==> config.mk <==
export PLATFORM = sky130hd
export DESIGN_NAME = priority_arbiter_flat
export DESIGN_NICKNAME = d
export VERILOG_FILES = /design/src/rtl/priority_arbiter_if.sv /design/src/rtl/priority_arbiter.sv /design/src/flat_wrapper.sv
export SDC_FILE = /design/constraint.sdc
export NUM_CORES = 1
export LEC_CHECK = 0
export ABC_AREA = 1
export CORE_AREA = 4 4 41 43
export CTS_CLUSTER_SIZE = 10
export DETAILED_ROUTE_END_ITERATION = 8
export DIE_AREA = 0 0 45 47
export PLACE_DENSITY = 0.55
export SETUP_SLACK_MARGIN = 0.02
export SKIP_CTS_REPAIR_TIMING = 1
export SYNTH_ARGS = -nofsm -noshare
export SYNTH_HDL_FRONTEND = slang
export SYNTH_SLANG_ARGS = --single-unit
==> constraint.sdc <==
create_clock -name i_clock -period 1.08 [get_ports i_clock]
set_clock_uncertainty 0.15 [all_clocks]
set_input_delay 0.324 -clock i_clock [delete_from_list [all_inputs] [get_ports i_clock]]
set_output_delay 0.324 -clock i_clock [all_outputs]
set_load 0.03 [all_outputs]
==> src/rtl/priority_arbiter_if.sv <==
// Request/grant bundle between N requesters and the arbiter.
// The arbiter binds to the slave modport; the request side drives the master modport.
interface priority_arbiter_if #(
    parameter int N = 4
) ();
    localparam int IDXW = $clog2(N);

    logic [N-1:0]    i_req;
    logic            i_ready;
    logic            o_valid;
    logic [N-1:0]    o_grant;
    logic [IDXW-1:0] o_index;

    modport slave (
        input  i_req,
        input  i_ready,
        output o_valid,
        output o_grant,
        output o_index
    );

    modport master (
        output i_req,
        output i_ready,
        input  o_valid,
        input  o_grant,
        input  o_index
    );
endinterface

==> src/rtl/priority_arbiter.sv <==
// Registered N-way arbiter, fixed or round-robin priority, grant held until accepted.
// Selection is a rotate-then-find-lowest scan so any N (power of two or not) wraps correctly.
module priority_arbiter #(
    parameter  int N    = 4,
    parameter  int MODE = 0,
    localparam int IDXW = $clog2(N)
) (
    input logic               i_clock,
    input logic               i_aresetn,
    priority_arbiter_if.slave bus
);

    typedef enum logic {IDLE, GRANT} state_t;

    state_t          state, state_nxt;
    logic [N-1:0]    grant_q, grant_nxt;
    logic [IDXW-1:0] index_q, index_nxt;
    logic [IDXW-1:0] ptr, ptr_nxt;

    logic            handshake;
    logic [IDXW-1:0] adv_ptr;
    logic [N-1:0]    cand;
    logic [IDXW-1:0] base;
    logic [N-1:0]    rot;
    logic [IDXW-1:0] off;
    logic            found;
    logic [IDXW:0]   sum;
    logic [IDXW-1:0] sel_idx;

    assign handshake = (state == GRANT) && bus.i_ready;
    assign adv_ptr   = (index_q == IDXW'(N - 1)) ? '0 : index_q + 1'b1;

    // On a transfer the round-robin scan starts just past the winner, which
    // is then excluded unless it is the only requester left.
    always_comb begin
        cand = bus.i_req;
        base = '0;
        if (MODE == 1) begin
            base = handshake ? adv_ptr : ptr;
            if (handshake && ((bus.i_req & ~grant_q) != '0))
                cand = bus.i_req & ~grant_q;
        end
    end

    always_comb begin
        rot   = N'({cand, cand} >> base);
        found = |rot;
        off   = '0;
        for (int j = N - 1; j >= 0; j--)
            if (rot[j]) off = IDXW'(j);
    end

    assign sum     = {1'b0, base} + {1'b0, off};
    assign sel_idx = (sum >= (IDXW + 1)'(N)) ? IDXW'(sum - (IDXW + 1)'(N)) : IDXW'(sum);

    always_comb begin
        state_nxt = state;
        grant_nxt = grant_q;
        index_nxt = index_q;
        ptr_nxt   = ptr;
        case (state)
            IDLE: begin
                if (found) begin
                    state_nxt = GRANT;
                    grant_nxt = {{(N-1){1'b0}}, 1'b1} << sel_idx;
                    index_nxt = sel_idx;
                end
            end
            GRANT: begin
                if (bus.i_ready) begin
                    if (MODE == 1) ptr_nxt = adv_ptr;
                    if (found) begin
                        grant_nxt = {{(N-1){1'b0}}, 1'b1} << sel_idx;
                        index_nxt = sel_idx;
                    end else begin
                        state_nxt = IDLE;
                        grant_nxt = '0;
                        index_nxt = '0;
                    end
                end
            end
            default: begin
                state_nxt = IDLE;
                grant_nxt = '0;
                index_nxt = '0;
            end
        endcase
    end

    always_ff @(posedge i_clock or negedge i_aresetn) begin
        if (!i_aresetn) begin
            state   <= IDLE;
            grant_q <= '0;
            index_q <= '0;
            ptr     <= '0;
        end else begin
            state   <= state_nxt;
            grant_q <= grant_nxt;
            index_q <= index_nxt;
            ptr     <= ptr_nxt;
        end
    end

    assign bus.o_valid = (state == GRANT);
    assign bus.o_grant = grant_q;
    assign bus.o_index = index_q;

endmodule

==> src/flat_wrapper.sv <==
// flat-port wrapper written by rule: the top's interface ports become plain ports
module priority_arbiter_flat 
#(
    parameter  int N    = 4,
    parameter  int MODE = 0,
    localparam int IDXW = $clog2(N)
)
  (i_clock, i_aresetn, bus_i_req, bus_i_ready, bus_o_valid, bus_o_grant, bus_o_index);
  priority_arbiter_if #(.N(N)) bus_i ();
  input logic i_clock;
  input logic i_aresetn;
  input wire logic [$bits(bus_i.i_req)-1:0] bus_i_req;
  input wire logic [$bits(bus_i.i_ready)-1:0] bus_i_ready;
  output wire logic [$bits(bus_i.o_valid)-1:0] bus_o_valid;
  output wire logic [$bits(bus_i.o_grant)-1:0] bus_o_grant;
  output wire logic [$bits(bus_i.o_index)-1:0] bus_o_index;
  assign bus_i.i_req = bus_i_req;
  assign bus_i.i_ready = bus_i_ready;
  assign bus_o_valid = bus_i.o_valid;
  assign bus_o_grant = bus_i.o_grant;
  assign bus_o_index = bus_i.o_index;
  priority_arbiter #(.N(N), .MODE(MODE)) u_core (.i_clock(i_clock), .i_aresetn(i_aresetn), .bus(bus_i));
endmodule
; Word-level counts from Yosys, hierarchy flattened
; Cells that the tools add are included.
[totals]
regBits = 7
wordCells = 27
[op_classes]
shift = 1
n_mux = 16
reduce_logical = 2
n_lt_le_gt_ge = 1
n_eq_ne = 2
addsub = 1
bitwise_logic = 1
[ops]
columns = op, count
row1 = 2-bit two-way mux, 8
row2 = 4-bit two-way mux, 3
row3 = 4-bit one-hot mux with 2 select lines, 1
row4 = 2-bit one-hot mux with 2 select lines, 1
row5 = 4-bit OR reduction, 1
row6 = "1-bit by 2-bit << shifter with 4-bit output, first input constant", 1
row7 = "2-bit by 3-bit greater-or-equal comparator with 1-bit output, second input constant", 1
row8 = 1-bit two-way mux, 2
row9 = "2-bit by 1-bit != test with 1-bit output, second input constant", 1
row10 = "2-bit != test, second input constant", 1
row11 = 1-bit one-hot mux with 2 select lines, 1
row12 = 2-bit AND reduction, 1
row13 = "2-bit by 1-bit subtractor with 2-bit output, second input constant", 1
row14 = 1-bit NOT, 1

; Depth between registers and ports, before layout
[logic_depth]
word_depth = 10
depth_mapped = 7
mapped_depth_nobuf = 7

; Worst setup path after synthesis
; No wires, ideal clock.
[synth_timing]
kind = flip-flop to flip-flop
start = register u_core.state, in the netlist u_core.bus.o_valid
end = register u_core.grant_q[0], in the netlist u_core.bus.o_grant[0]
setup_ps = 120
n_path_buf = 0
stages_incl_launch_ff = 6
t_arrival_ps = 953
required_ps = 810
slack_ps = -143
synth_period_minus_slack_ps = 1223
path_cell_list = dfrtp_1 inv_1 nand3_2 nand3_1 nor2_1 nor2_1
[synth_via]
elab_chain_len = 3
elab_cells_between_ends = 5
classes_between = eq/ne: 2 / mux: 1 / bitwise: 1 / reduce/logical: 1
[synth_lines]
columns = element, line
row1 = start: declaration, priority_arbiter.sv:15  ; state_t state, state_nxt;
row2 = start signal: assignment, priority_arbiter.sv:97  ; state <= state_nxt;
row3 = 1-bit NOT, --
row4 = 2-bit by 1-bit != test with 1-bit output (no line), --
row5 = 2-bit AND reduction (no line), --
row6 = end signal: assignment, priority_arbiter.sv:98  ; grant_q <= grant_nxt;
row7 = end: declaration, priority_arbiter.sv:16  ; logic [N-1:0] grant_q, grant_nxt;
; Several ways; a longest one is shown, not always the timed one.
; A chain may end at the register's enable or synchronous reset.

; Worst setup path in the final report
[layout_timing]
start = register u_core.state, in the netlist u_core.bus.o_valid
end = output port bus_o_valid
[layout_lines]
columns = element, line
row1 = end: declaration, flat_wrapper.sv:14  ; output wire logic [$bits(bus_i.o_valid)-1:0] bus_o_valid;
; No word-level cell between the ends.

==> out/qor.csv <==
metric,value,unit
status,"finished, violations left",
violations,negative setup slack,
cp_cell_sequence,buf_6,
critPathArrivalTime,840,ps
num_vias,365,
pwr-share-clk,32.0,%
routedWlPerCell,9.670,microns
path_clk_slew,60,ps
first_pass_iters,2,
rsz0062_at_grt,yes,
yosys.area_share.simple,39.52,%
nets,81,
final_max_slew_viol_count,0,
synth_mux_area_share,0,%
combPwrFrac,28.4,%
setup_violations,13,
hold_viol_final,0,
power_density,1102,mW/mm^2
power_frac_seq,39.6,%
fin_crit_sh,121.5,%
layout_common_cells,"nand2_1, buf_4, buf_6",
cts-root-buf,clkbuf_4,
gp_congestion,0.7683,
clock_sinks,7,
final_layout_size_suffix_gt1_share,50.68,%
path_class,flip-flop to primary output,
cts_tree,yes,
die_y,47,microns
area_growth,85.57,%
design.die.area,0.002115,sq mm
ys_ff_latch,7,
tns,-1862,ps
synth_area,364.1,sq um
period_minus_slack,1313,ps
achievable-frequency,0.7618,GHz
routed.top_layer,met3,
synth_area_leaders,"dfrtp_1, nand2_1, inv_1",
met1_length,372,microns
max_slew_margin,85.12,%
post-place-ws,-578.7,ps
grtUsageTotal,8.975,%
ys_warn_count,0,
power_leakage,0.3667,nW
synth.top_cell.area_share,48.11,%
first_iter_violations,2,
p_sw,0.2193,mW
critical-path-top-delay-family,flip-flops,
wl_met3,54,microns
grt_overflow,0,
grt_pass1_wl,1.255,mm
netlist_instances,46,
antenna_cells,0,
hold_slack,193.0,ps
cp.required,610,ps
antenna_found_initial,0,
cts.path.max_buffers,2,
cp_max_fo,4,
crit_slowest_cell,dfrtp_2,
htree_levels,1,
die_x,45,microns
ys_types,12,
portBuffers,13,
swShare,29.47,%
critPathCaptureType,primary output,
coreArea,0.001301,sq mm
rows,13,
cap_violations,0,
postSynthNetCount,53,
ant_nets,0,
synth_top_family_by_area,simple AND/OR/NAND/NOR gates,
intPower,0.5250,mW
insertion_delay,250,ps
synth_xor_area_share,0,%
viasPerCell,4.148,
hp-class,input port to async pin,
drt_drc_violations_left,0,
cts_buffers,3,
grt_pass1_vias,304,
wl,851,microns
tightest_slew,222.8,ps
nFillCells,132,
synth_fa_ha_area_share,0,%
syn_avg_cell_area,7.915,sq um
dp_hpwl,635.8,microns
grt_start_max_net_pins,7,
wl_met2,424,microns
start_util,27.98,%
critPathMaxStageDelay,440,ps
final_common_cell,nand2_1,
setup_slack,-232.7,ps
ys_seq_area_share,48.11,%
start_kind,flip-flop,
ir_worst_vdd,520.7,uV
synth_compound_area_share,5.155,%
ioPinCount,14,
critPathBufInv,1,
synth_top_cell_by_area,dfrtp_1,
registers in the layout, summed over array words and instances (netlist names):
signal / flops
u_core.bus.o_valid: 1
u_core.bus.o_grant: 4
u_core.bus.o_index: 2
synth_stat cells:
cell type / instances
nor2_1: 3
inv_1: 7
o21ai_0: 1
a21oi_1: 1
nand3_2: 1
nand3_1: 3
o21ai_2: 1
nand2_4: 1
dfrtp_1: 7
nor2_2: 4
nand2_2: 3
nand2_1: 14
path summary, 6_finish.rpt:
| kind | from | end | slack (ps) | cells past startpoint |
|---|---|---|---|---|
| worst min register to register | u_core.bus.o_index[1] | u_core.bus.o_index[1] | 350 | 2 |
| worst min-delay path | i_aresetn | u_core.bus.o_grant[0] | 190 | 2 |
| max in group asynchronous | i_aresetn | u_core.bus.o_grant[1] | 450 | 2 |
| worst max register to register | u_core.bus.o_valid | u_core.bus.o_grant[1] | -120 | 6 |
| min in group i_clock | bus_i_req[1] | u_core.bus.o_valid | 260 | 3 |
| worst max-delay path | u_core.bus.o_valid | bus_o_valid | -230 | 1 |
through the flow:
| step | utilization [%] | cells | power (mW) | cell area, sq um |
|---|---|---|---|---|
| global route | 51.92 | 88 | 0.7927 | 675.6 |
| CTS | 43.94 | 82 | 0.7198 | 571.8 |
| global placement | 41.92 | 78 | 0.4696 | 545.5 |
| floorplan | - | 46 | 0.3873 | 384.1 |
| finish | 51.92 | 88 | 0.7443 | 675.6 |
| detailed placement | 41.92 | 78 | 0.4709 | 545.5 |
per-layer routing:
metal | global-route usage [%] | vias to the layer above
met1 | 10.39 | 163
met5 | 0 | -
li1 | - | 194
met3 | 4.598 | 0
met2 | 13.28 | 8
met4 | 5.263 | 0
kinds of logic (layout without fill, tap and decap cells):
group / count (synthesis) / after routing
simple gates: 29 / 29
flops: 7 / 7
buf+inv: 7 / 34
compound gates: 3 / 3
power groups by stage:
stage	logic [mW]	registers (mW)	clock network, mW
floorplan	0.0528	0.334	0
global placement	0.173	0.297	0
finish	0.211	0.295	0.238
global route	0.227	0.297	0.268
detailed placement	0.173	0.298	0
CTS	0.174	0.293	0.252
final cells by class:
type / count / area, sq um / share of cell area [%]
Inverter: 7 / 28.78 / 4.259
Tap cell: 15 / 18.77 / 2.778
Clock buffer: 4 / 26.28 / 3.889
Sequential cell: 7 / 176.4 / 26.11
Multi-Input combinational cell: 32 / 201.4 / 29.81
Timing Repair Buffer: 23 / 224.0 / 33.15
worst reg2reg max path, stage by stage (launching register included):
cell and delay (ps):
dfrtp_2 440, buf_4 150, inv_4 50, nand3_4 100, nand2_4 110, nand2_1 50
o21ai_1 70
(Power assumes the default switching activity.)
